$ cat config.mk
export PLATFORM = sky130hd
export DESIGN_NAME = bus_arbiter
export DESIGN_NICKNAME = d
export VERILOG_FILES = /design/src/rtl/bus_arbiter.sv
export SDC_FILE = /design/constraint.sdc
export NUM_CORES = 1
export LEC_CHECK = 0
export ABC_AREA = 0
export CORE_MARGIN = 2
export CORE_UTILIZATION = 39
export DETAILED_ROUTE_END_ITERATION = 8
export GPL_TIMING_DRIVEN = 0
export PLACE_DENSITY = 0.86
export SLEW_MARGIN = 20
export SYNTH_ARGS = -nofsm -noshare
export SYNTH_HDL_FRONTEND = slang
export SYNTH_SLANG_ARGS = --single-unit
$ cat constraint.sdc
create_clock -name clk_sys_i -period 2.4 [get_ports clk_sys_i]
set_input_delay 0.48 -clock clk_sys_i [delete_from_list [all_inputs] [get_ports clk_sys_i]]
set_output_delay 0.48 -clock clk_sys_i [all_outputs]
set_load 0.02 [all_outputs]
$ cat src/rtl/bus_arbiter.sv
// bus_arbiter: fixed 16-clock TDM arbiter sharing one async SRAM between SPI, video and CPU.
// Frame = 4 slots of 4 phases; owner is chosen on the edge entering phase 0 and held for the slot.
module bus_arbiter (
   input  logic        clk_sys_i,
   input  logic        reset_ni,
   input  logic [16:0] spi_addr_i,
   input  logic [7:0]  spi_data_i,
   input  logic        spi_rw_ni,
   input  logic        spi_pending_i,
   output logic        spi_done_o,
   output logic [7:0]  spi_data_o,
   input  logic [16:0] video_addr_i,
   output logic [7:0]  video_data_o,
   output logic        video_valid_o,
   input  logic [16:0] cpu_addr_i,
   input  logic [7:0]  cpu_data_i,
   input  logic        cpu_rw_ni,
   input  logic        cpu_ready_i,
   output logic        cpu_en_o,
   output logic [7:0]  cpu_data_o,
   output logic [16:0] ram_addr_o,
   input  logic [7:0]  ram_data_i,
   output logic [7:0]  ram_data_o,
   output logic        ram_data_oe_o,
   output logic        ram_oe_no,
   output logic        ram_we_no,
   output logic [2:0]  grant_o
);
   // state     | meaning
   // OWN_IDLE  | slot unused, RAM strobes parked
   // OWN_SPI   | slot 0 granted to a fresh SPI request
   // OWN_VIDEO | slots 1 and 2, always video reads
   // OWN_CPU   | slot 3 granted because the CPU was ready
   localparam logic [1:0] OWN_IDLE  = 2'd0;
   localparam logic [1:0] OWN_SPI   = 2'd1;
   localparam logic [1:0] OWN_VIDEO = 2'd2;
   localparam logic [1:0] OWN_CPU   = 2'd3;

   logic [3:0] cnt_q, cnt_d;
   logic [1:0] owner_q, owner_d;
   logic       rw_n_q, rw_n_d;
   logic       served_q, served_d;
   logic       oe_n_q, oe_n_d, we_n_q, we_n_d, doe_q, doe_d;
   logic       spi_done_q, spi_done_d, video_valid_q, video_valid_d, cpu_en_q, cpu_en_d;
   logic [7:0] spi_rd_q, spi_rd_d, video_rd_q, video_rd_d, cpu_rd_q, cpu_rd_d;
   logic       owned_d, strobe_ph_d;

   always_comb begin
      cnt_d    = cnt_q + 4'd1;
      owner_d  = owner_q;
      rw_n_d   = rw_n_q;
      served_d = served_q & spi_pending_i;
      if (cnt_q[1:0] == 2'd3) begin
         case (cnt_q[3:2])
            2'd3: begin
               if (spi_pending_i && !served_q) begin
                  owner_d  = OWN_SPI;
                  rw_n_d   = spi_rw_ni;
                  served_d = 1'b1;
               end else begin
                  owner_d = OWN_IDLE;
                  rw_n_d  = 1'b1;
               end
            end
            2'd2: begin
               owner_d = cpu_ready_i ? OWN_CPU : OWN_IDLE;
               rw_n_d  = cpu_ready_i ? cpu_rw_ni : 1'b1;
            end
            default: begin
               owner_d = OWN_VIDEO;
               rw_n_d  = 1'b1;
            end
         endcase
      end

      // strobes and pulses are registered from next-state so the RAM pins are glitch-free
      owned_d       = (owner_d != OWN_IDLE);
      strobe_ph_d   = (cnt_d[1:0] == 2'd1) || (cnt_d[1:0] == 2'd2);
      oe_n_d        = !(owned_d && rw_n_d && strobe_ph_d);
      we_n_d        = !(owned_d && !rw_n_d && strobe_ph_d);
      doe_d         = owned_d && !rw_n_d && (cnt_d[1:0] != 2'd0);
      spi_done_d    = (owner_d == OWN_SPI) && (cnt_d[1:0] == 2'd3);
      video_valid_d = (owner_d == OWN_VIDEO) && (cnt_d[1:0] == 2'd3);
      cpu_en_d      = (owner_d == OWN_CPU) && (cnt_d[1:0] == 2'd3);

      spi_rd_d   = spi_rd_q;
      video_rd_d = video_rd_q;
      cpu_rd_d   = cpu_rd_q;
      if ((cnt_q[1:0] == 2'd2) && rw_n_q) begin
         case (owner_q)
            OWN_SPI:   spi_rd_d   = ram_data_i;
            OWN_VIDEO: video_rd_d = ram_data_i;
            OWN_CPU:   cpu_rd_d   = ram_data_i;
            default: ;
         endcase
      end
   end

   always_comb begin
      ram_addr_o = 17'd0;
      ram_data_o = 8'd0;
      grant_o    = 3'b000;
      case (owner_q)
         OWN_SPI: begin
            ram_addr_o = spi_addr_i;
            ram_data_o = spi_data_i;
            grant_o    = 3'b001;
         end
         OWN_VIDEO: begin
            ram_addr_o = video_addr_i;
            grant_o    = 3'b010;
         end
         OWN_CPU: begin
            ram_addr_o = cpu_addr_i;
            ram_data_o = cpu_data_i;
            grant_o    = 3'b100;
         end
         default: ;
      endcase
   end

   always_ff @(posedge clk_sys_i) begin
      if (!reset_ni) begin
         cnt_q         <= 4'd0;
         owner_q       <= OWN_IDLE;
         rw_n_q        <= 1'b1;
         served_q      <= 1'b0;
         oe_n_q        <= 1'b1;
         we_n_q        <= 1'b1;
         doe_q         <= 1'b0;
         spi_done_q    <= 1'b0;
         video_valid_q <= 1'b0;
         cpu_en_q      <= 1'b0;
         spi_rd_q      <= 8'h00;
         video_rd_q    <= 8'h00;
         cpu_rd_q      <= 8'h00;
      end else begin
         cnt_q         <= cnt_d;
         owner_q       <= owner_d;
         rw_n_q        <= rw_n_d;
         served_q      <= served_d;
         oe_n_q        <= oe_n_d;
         we_n_q        <= we_n_d;
         doe_q         <= doe_d;
         spi_done_q    <= spi_done_d;
         video_valid_q <= video_valid_d;
         cpu_en_q      <= cpu_en_d;
         spi_rd_q      <= spi_rd_d;
         video_rd_q    <= video_rd_d;
         cpu_rd_q      <= cpu_rd_d;
      end
   end

   assign ram_oe_no     = oe_n_q;
   assign ram_we_no     = we_n_q;
   assign ram_data_oe_o = doe_q;
   assign spi_done_o    = spi_done_q;
   assign video_valid_o = video_valid_q;
   assign cpu_en_o      = cpu_en_q;
   assign spi_data_o    = spi_rd_q;
   assign video_data_o  = video_rd_q;
   assign cpu_data_o    = cpu_rd_q;

endmodule
==> flow_summary.json, run 1 <==
{
  "finalPower_mw": 1.366,
  "yosysTopAreaCell": "dfxtp_1",
  "drive_gt1_frac": 0.1223,
  "slew_viol_final": 0,
  "post-route-cell-area_mm2": 0.003642,
  "synth-edff-count": 0,
  "wire_per_inst_um": 15.26,
  "grt_use_total": 0.2182,
  "ant_nets": 0,
  "finalNonFillerCells": 446,
  "yosysMostFrequentCell": "nand2_1",
  "synth_top_family_by_area": "simple AND/OR/NAND/NOR gates",
  "yosys.area.top_type_share": 0.3593,
  "vias": 2177,
  "end_kind": "output port",
  "cts_buffers": 5,
  "dp.cells": 439,
  "drc_errors": 0,
  "synth.distinct_cells": 40,
  "ir_worst_vdd_mv": 0.2967,
  "fin_hold_ws_ns": 0.4641,
  "dp_slack_ns": 0.03230,
  "grt_pass1_vias": 2174,
  "rows": 26,
  "critPathArrivalTime_ns": 1.80,
  "utilization": 0.7042,
  "placed_area_mm2": 0.003586,
  "synthTopCellsByArea": "dfxtp_1 36%, mux2_2 9.0%, nand2_1 8.9%",
  "synth-adder-area-share": 0.02364,
  "finalSetupTns_ns": 0,
  "yosysWarningCount": 0,
  "slowest_delay_ns": 0.34,
  "fin_worst_skew_ns": 0.005686,
  "vias_per_cell": 4.881,
  "drt-initial-drc-count": 87,
  "clk_pin_slew_worst_paths_ns": 0.07,
  "synthesis.area_mm2": 0.002117,
  "antenna_found_initial": 0,
  "die_x_um": 77.68,
  "cts-root-buf": "clkbuf_8",
  "synthFlopType": "dfxtp_1",
  "clock-sinks": 38,
  "synth_common_cells": "50 x nand2_1, 38 x dfxtp_1, 24 x a21boi_0",
  "path_class": "flop to output port",
  "hp-class": "flop to flop",
  "path_max_fanout": 10,
  "hold_viol_final": 0,
  "min_period_over_period": 0.9505,
  "synth-compound-area-share": 0.2080,
  "worst_pin_slew_ns": 0.4007,
  "synthXorXnorAreaFrac": 0.01241,
  "syn_nets": 316,
  "hp-start": "served_q",
  "min_period_ns": 2.281,
  "power_density_mw_per_mm2": 375.1,
  "die_y_um": 77.68,
  "outcome": "completed",
  "cellLeakagePower_nw": 1.478,
  "worstPathRequired_ns": 1.92,
  "maxSlewHeadroom": 0.7315,
  "muxShareOfSynthArea": 0.1283,
  "htreeDepth": 2,
  "yosys.area_share.simple": 0.2092,
  "rsz0062_at_grt": "no",
  "globalplace.congestion": 0.8308,
  "critPathBufInv": 3,
  "max_freq_mhz": 438.4,
  "nets": 461,
  "ys_seq_area_frac": 0.3593,
  "timing.critical_path.from_type": "flop",
  "dieArea_mm2": 0.006033,
  "grt_pass1_wl_mm": 10.61,
  "fin_ws_ns": 0.1189,
  "insertion_delay_ns": 0.28,
  "gr-total-overflow": 0,
  "coreArea_mm2": 0.005172,
  "drtPass1Iterations": 4,
  "crit_start": "owner_q[1]",
  "cts_setup_buffers": 0,
  "synthToLayoutAreaGrowth_pct": 72.04,
  "grt_max_degree": 12,
  "diodes": 0,
  "crit_family": "buffers and inverters",
  "cts_tree": "built",
  "holdBufCountCts": 0,
  "wirelength_mm": 6.807,
  "post-dp-hpwl_mm": 5.449,
  "r2r_start": "cnt_q[0]",
  "ys_seq_elements": 38,
  "initial_utilization": 0.4093,
  "port_buffers": 138,
  "drv_cap": 0,
  "synth_cells": 231,
  "ys_async_sr_fraction": 0,
  "ios": 139,
  "avgSynthCellArea_um2": 9.165,
  "cts_max_path_buffers": 2,
  "cp_slowest_cell": "mux2_2",
  "worstPathCellList": "buf_2 > buf_6 > mux2_2 > a22o_1 > dlygate4sd2_1",
  "setup_viol": 0
}
## worst min-delay path, delay by kind of cell (launching register included)
kind | cells | cell delay, ns
compound gates | 1 | 0.04
simple gates | 1 | 0.07
flops | 1 | 0.32
## state kept, by name, indices dropped and copies added, names as in the netlist, 2 cells and up
register / count
cnt_q: 4
cpu_data_o: 8
owner_q: 2
spi_data_o: 8
video_data_o: 8
## area by class of cell
cell class                 count  area, um2
clock buffer                   5      68.82
timing repair buffer         138       1350
fill                         416       1530
multi-input combinational    173       1231
clock inverter                 2      10.01
buffer                        19      130.1
sequential                    38      760.7
inverter                       1      3.754
tap                           70      87.58
## kinds of logic after synthesis
family	count (synthesis)
flip-flops	38
buffers and inverters	20
adder cells (fa/ha/maj)	4
XOR/XNOR	3
AND/OR/NAND/NOR	87
AO/OA/AOI/OAI	54
multiplexers	25
## report_power, final
part / switching, mW / internal, mW / total [mW]
clock network: 0.218 / 0.195 / 0.413
registers: 0.00792 / 0.639 / 0.647
logic: 0.110 / 0.197 / 0.307
## cell usage in the layout (no fill, tap or decap), drive strengths merged, types with 2 or more instances in the layout
master | netlist | routed
ha | 4 | 4
nand4b | 2 | 2
mux2i | 8 | 8
nand2b | 5 | 5
clkbuf | 6 | 11
a22o | 17 | 17
a21oi | 3 | 3
nand3 | 3 | 3
nand2 | 50 | 50
dlygate4sd2 | 0 | 27
nor2 | 2 | 2
buf | 13 | 13
dfxtp | 38 | 38
clkinv | 0 | 2
clkdlybuf4s50 | 0 | 110
a21boi | 25 | 25
and4b | 2 | 2
and2 | 5 | 5
nor2b | 12 | 12
xnor2 | 2 | 2
mux2 | 17 | 17
## metal layers
| layer | wire length, um | part of all wire | up-vias | global-route usage |
|---|---|---|---|---|
| li1 | - | - | 1094 | - |
| met1 | 2904 | 0.43 | 1014 | 0.2749 |
| met2 | 3559 | 0.52 | 63 | 0.3931 |
| met3 | 287 | 0.042 | 6 | 0.03953 |
| met4 | 55 | 0.0081 | 0 | 0.03214 |
| met5 | 0 | 0 | - | 0 |
## worst paths after layout
kind | cells past startpoint | to | slack (ns)
hold reg to reg | 2 | served_q | 0.46
setup / recovery | 5 | ram_addr_o[9] | 0.12
setup reg to reg | 5 | ram_we_no | 0.84
hold / removal | 2 | served_q | 0.46
## repair_timing
action | in CTS | in global routing
gates resized for setup | 31 | 1
setup endpoints to repair | 28 | 1
pin swaps | 0 | 0
(Power assumes the default switching activity.)
==> run 2: changes to the inputs <==
TNS_END_PERCENT = 20   (was not set)
==> results of run 2 <==
No change in the layout: final DEF, timing and power equal those of run 1.
==> run 3: changes to the inputs <==
MAX_ROUTING_LAYER = met4   (was not set)
SKIP_LAST_GASP = 1   (was not set)
==> run 3 against run 2 <==
  * The flow now finishes with violations (negative setup slack)
  * Utilization increased by 0.70 points
  * Routed wire length increased by 0.62%
  * Maximum frequency decreased by 11%
  * Worst setup slack got worse by 0.27 ns
  * Clock skew about the same
  * Critical path type unchanged
  * Power increased by 0.27%
  * Critical endpoint is now ram_data_o[2]
  * Non-clock buffer count unchanged
==> flow_summary.json, run 3 (synthesized netlist as in run 1, its figures left out) <==
{
  "outcome": "finished with violations",
  "violations": "negative setup slack",
  "antenna_found_initial": 0,
  "maxSlewHeadroom": 0.7321,
  "fin_worst_skew_ns": 0.006020,
  "multi_input_area_mm2": 0.001231,
  "cts_tree": "built",
  "nFillCells": 399,
  "wirelength_mm": 6.849,
  "seqCellArea_um2": 760.7,
  "gr-total-overflow": 0,
  "cts_resized": 5,
  "insertion_delay_ns": 0.28,
  "worstPathRequired_ns": 1.92,
  "diodes": 0,
  "drt-initial-drc-count": 86,
  "grt_use_total": 0.2253,
  "cts-root-buf": "clkbuf_8",
  "grt_pass1_vias": 2184,
  "finalNonFillerCells": 446,
  "setup_viol": 18,
  "worstPathCellList": "clkbuf_2 > buf_2 > clkbuf_2 > nor2b_1 > clkdlybuf4s50_1",
  "worst_pin_slew_ns": 0.3998,
  "vias_per_cell": 4.935,
  "die_y_um": 77.68,
  "coreArea_mm2": 0.005172,
  "fin_ws_ns": -0.1517,
  "min_period_ns": 2.552,
  "rows": 26,
  "dp.cells": 439,
  "cts_setup_buffers": 0,
  "cts_max_path_buffers": 2,
  "crit_family": "buffers and inverters",
  "end_kind": "output port",
  "drtPass1Iterations": 4,
  "hp-class": "flop to flop",
  "layout_commonest_cell": "clkdlybuf4s50_1",
  "initial_utilization": 0.4093,
  "power_density_mw_per_mm2": 372.4,
  "dieArea_mm2": 0.006033,
  "ant_nets": 0,
  "drv_cap": 0,
  "finalPower_mw": 1.370,
  "reg2regPathDepth": 5,
  "grt_max_degree": 12,
  "cp_slowest_cell": "clkdlybuf4s50_1",
  "cellLeakagePower_nw": 1.442,
  "cts_buffers": 5,
  "wire_per_inst_um": 15.36,
  "clock-sinks": 38,
  "post-dp-hpwl_mm": 5.449,
  "min_path_cells": 2,
  "critPathArrivalTime_ns": 2.07,
  "slew_viol_final": 0,
  "htreeDepth": 2,
  "hold_viol_final": 0,
  "holdBufCountCts": 0,
  "ios": 139,
  "die_x_um": 77.68,
  "layout_common_cells": "129 x clkdlybuf4s50_1, 50 x nand2_1, 38 x dfxtp_1, 24 x a21boi_0",
  "drive_gt1_frac": 0.1223,
  "synthToLayoutAreaGrowth_pct": 73.76,
  "worstSetupPathDepth": 5,
  "globalplace.congestion": 0.8435,
  "timing.critical_path.from_type": "flop",
  "rsz0062_at_grt": "yes",
  "ir_worst_vdd_mv": 0.2967,
  "path_max_fanout": 10,
  "clk_pin_slew_worst_paths_ns": 0.07,
  "drc_errors": 0,
  "nets": 461,
  "crit_path_frequent_cell": "clkbuf_2",
  "critPathBufInv": 4,
  "min_period_over_period": 1.063,
  "vias": 2201,
  "slowest_delay_ns": 0.65,
  "grt_pass1_wl_mm": 10.65,
  "port_buffers": 138,
  "path_class": "flop to output port",
  "max_freq_mhz": 391.9
}
-- run 3: final timing paths --
check / start / end / slack, ns
setup / recovery: owner_q[0] / ram_data_o[2] / -0.15
hold / removal: served_q / served_q / 0.46
setup reg to reg: cnt_q[0] / ram_we_no / 0.84
hold reg to reg: served_q / served_q / 0.46
-- run 3: stage by stage --
step                  util  TNS, ns  instance area (um2)  setup slack, ns  hold WS, ns
global route        0.7112   -3.791                 3679          -0.2553       0.4835
detailed placement  0.6933        0                 3586          0.03230       0.4566
floorplan                -        0                 2117           0.7196       0.4278
global placement    0.6933        0                 3586          0.03404       0.4442
CTS                 0.7078   -2.927                 3661          -0.1637       0.4677
finish              0.7112   -1.907                 3679          -0.1517       0.4642
-- run 3: worst min-delay path: stages, from the launching register on --
cell and delay (ns):
dfxtp_1 0.32, a21oi_1 0.04, nor2_1 0.07
-- run 3: cell type report --
cell class,count,area share
Tap cell,70,0.02381
Clock inverter,2,0.002721
Sequential cell,38,0.2068
Clock buffer,5,0.01871
Buffer,19,0.03469
Timing Repair Buffer,138,0.3776
Inverter,1,0.001020
Multi-Input combinational cell,173,0.3347
-- run 3: per-layer routing --
metal,vias to the layer above,global-route usage,part of all wire
li1,1094,-,-
met1,1034,0.2800,0.43
met2,65,0.3940,0.53
met3,8,0.03488,0.038
met4,0,0.03214,0.0099
met5,-,-,0
-- run 3: report_power, final --
part	switching [mW]	internal, mW	leakage, nW
clock	0.215	0.195	0.0438
combinational	0.110	0.202	1.09
sequential	0.00792	0.639	0.307
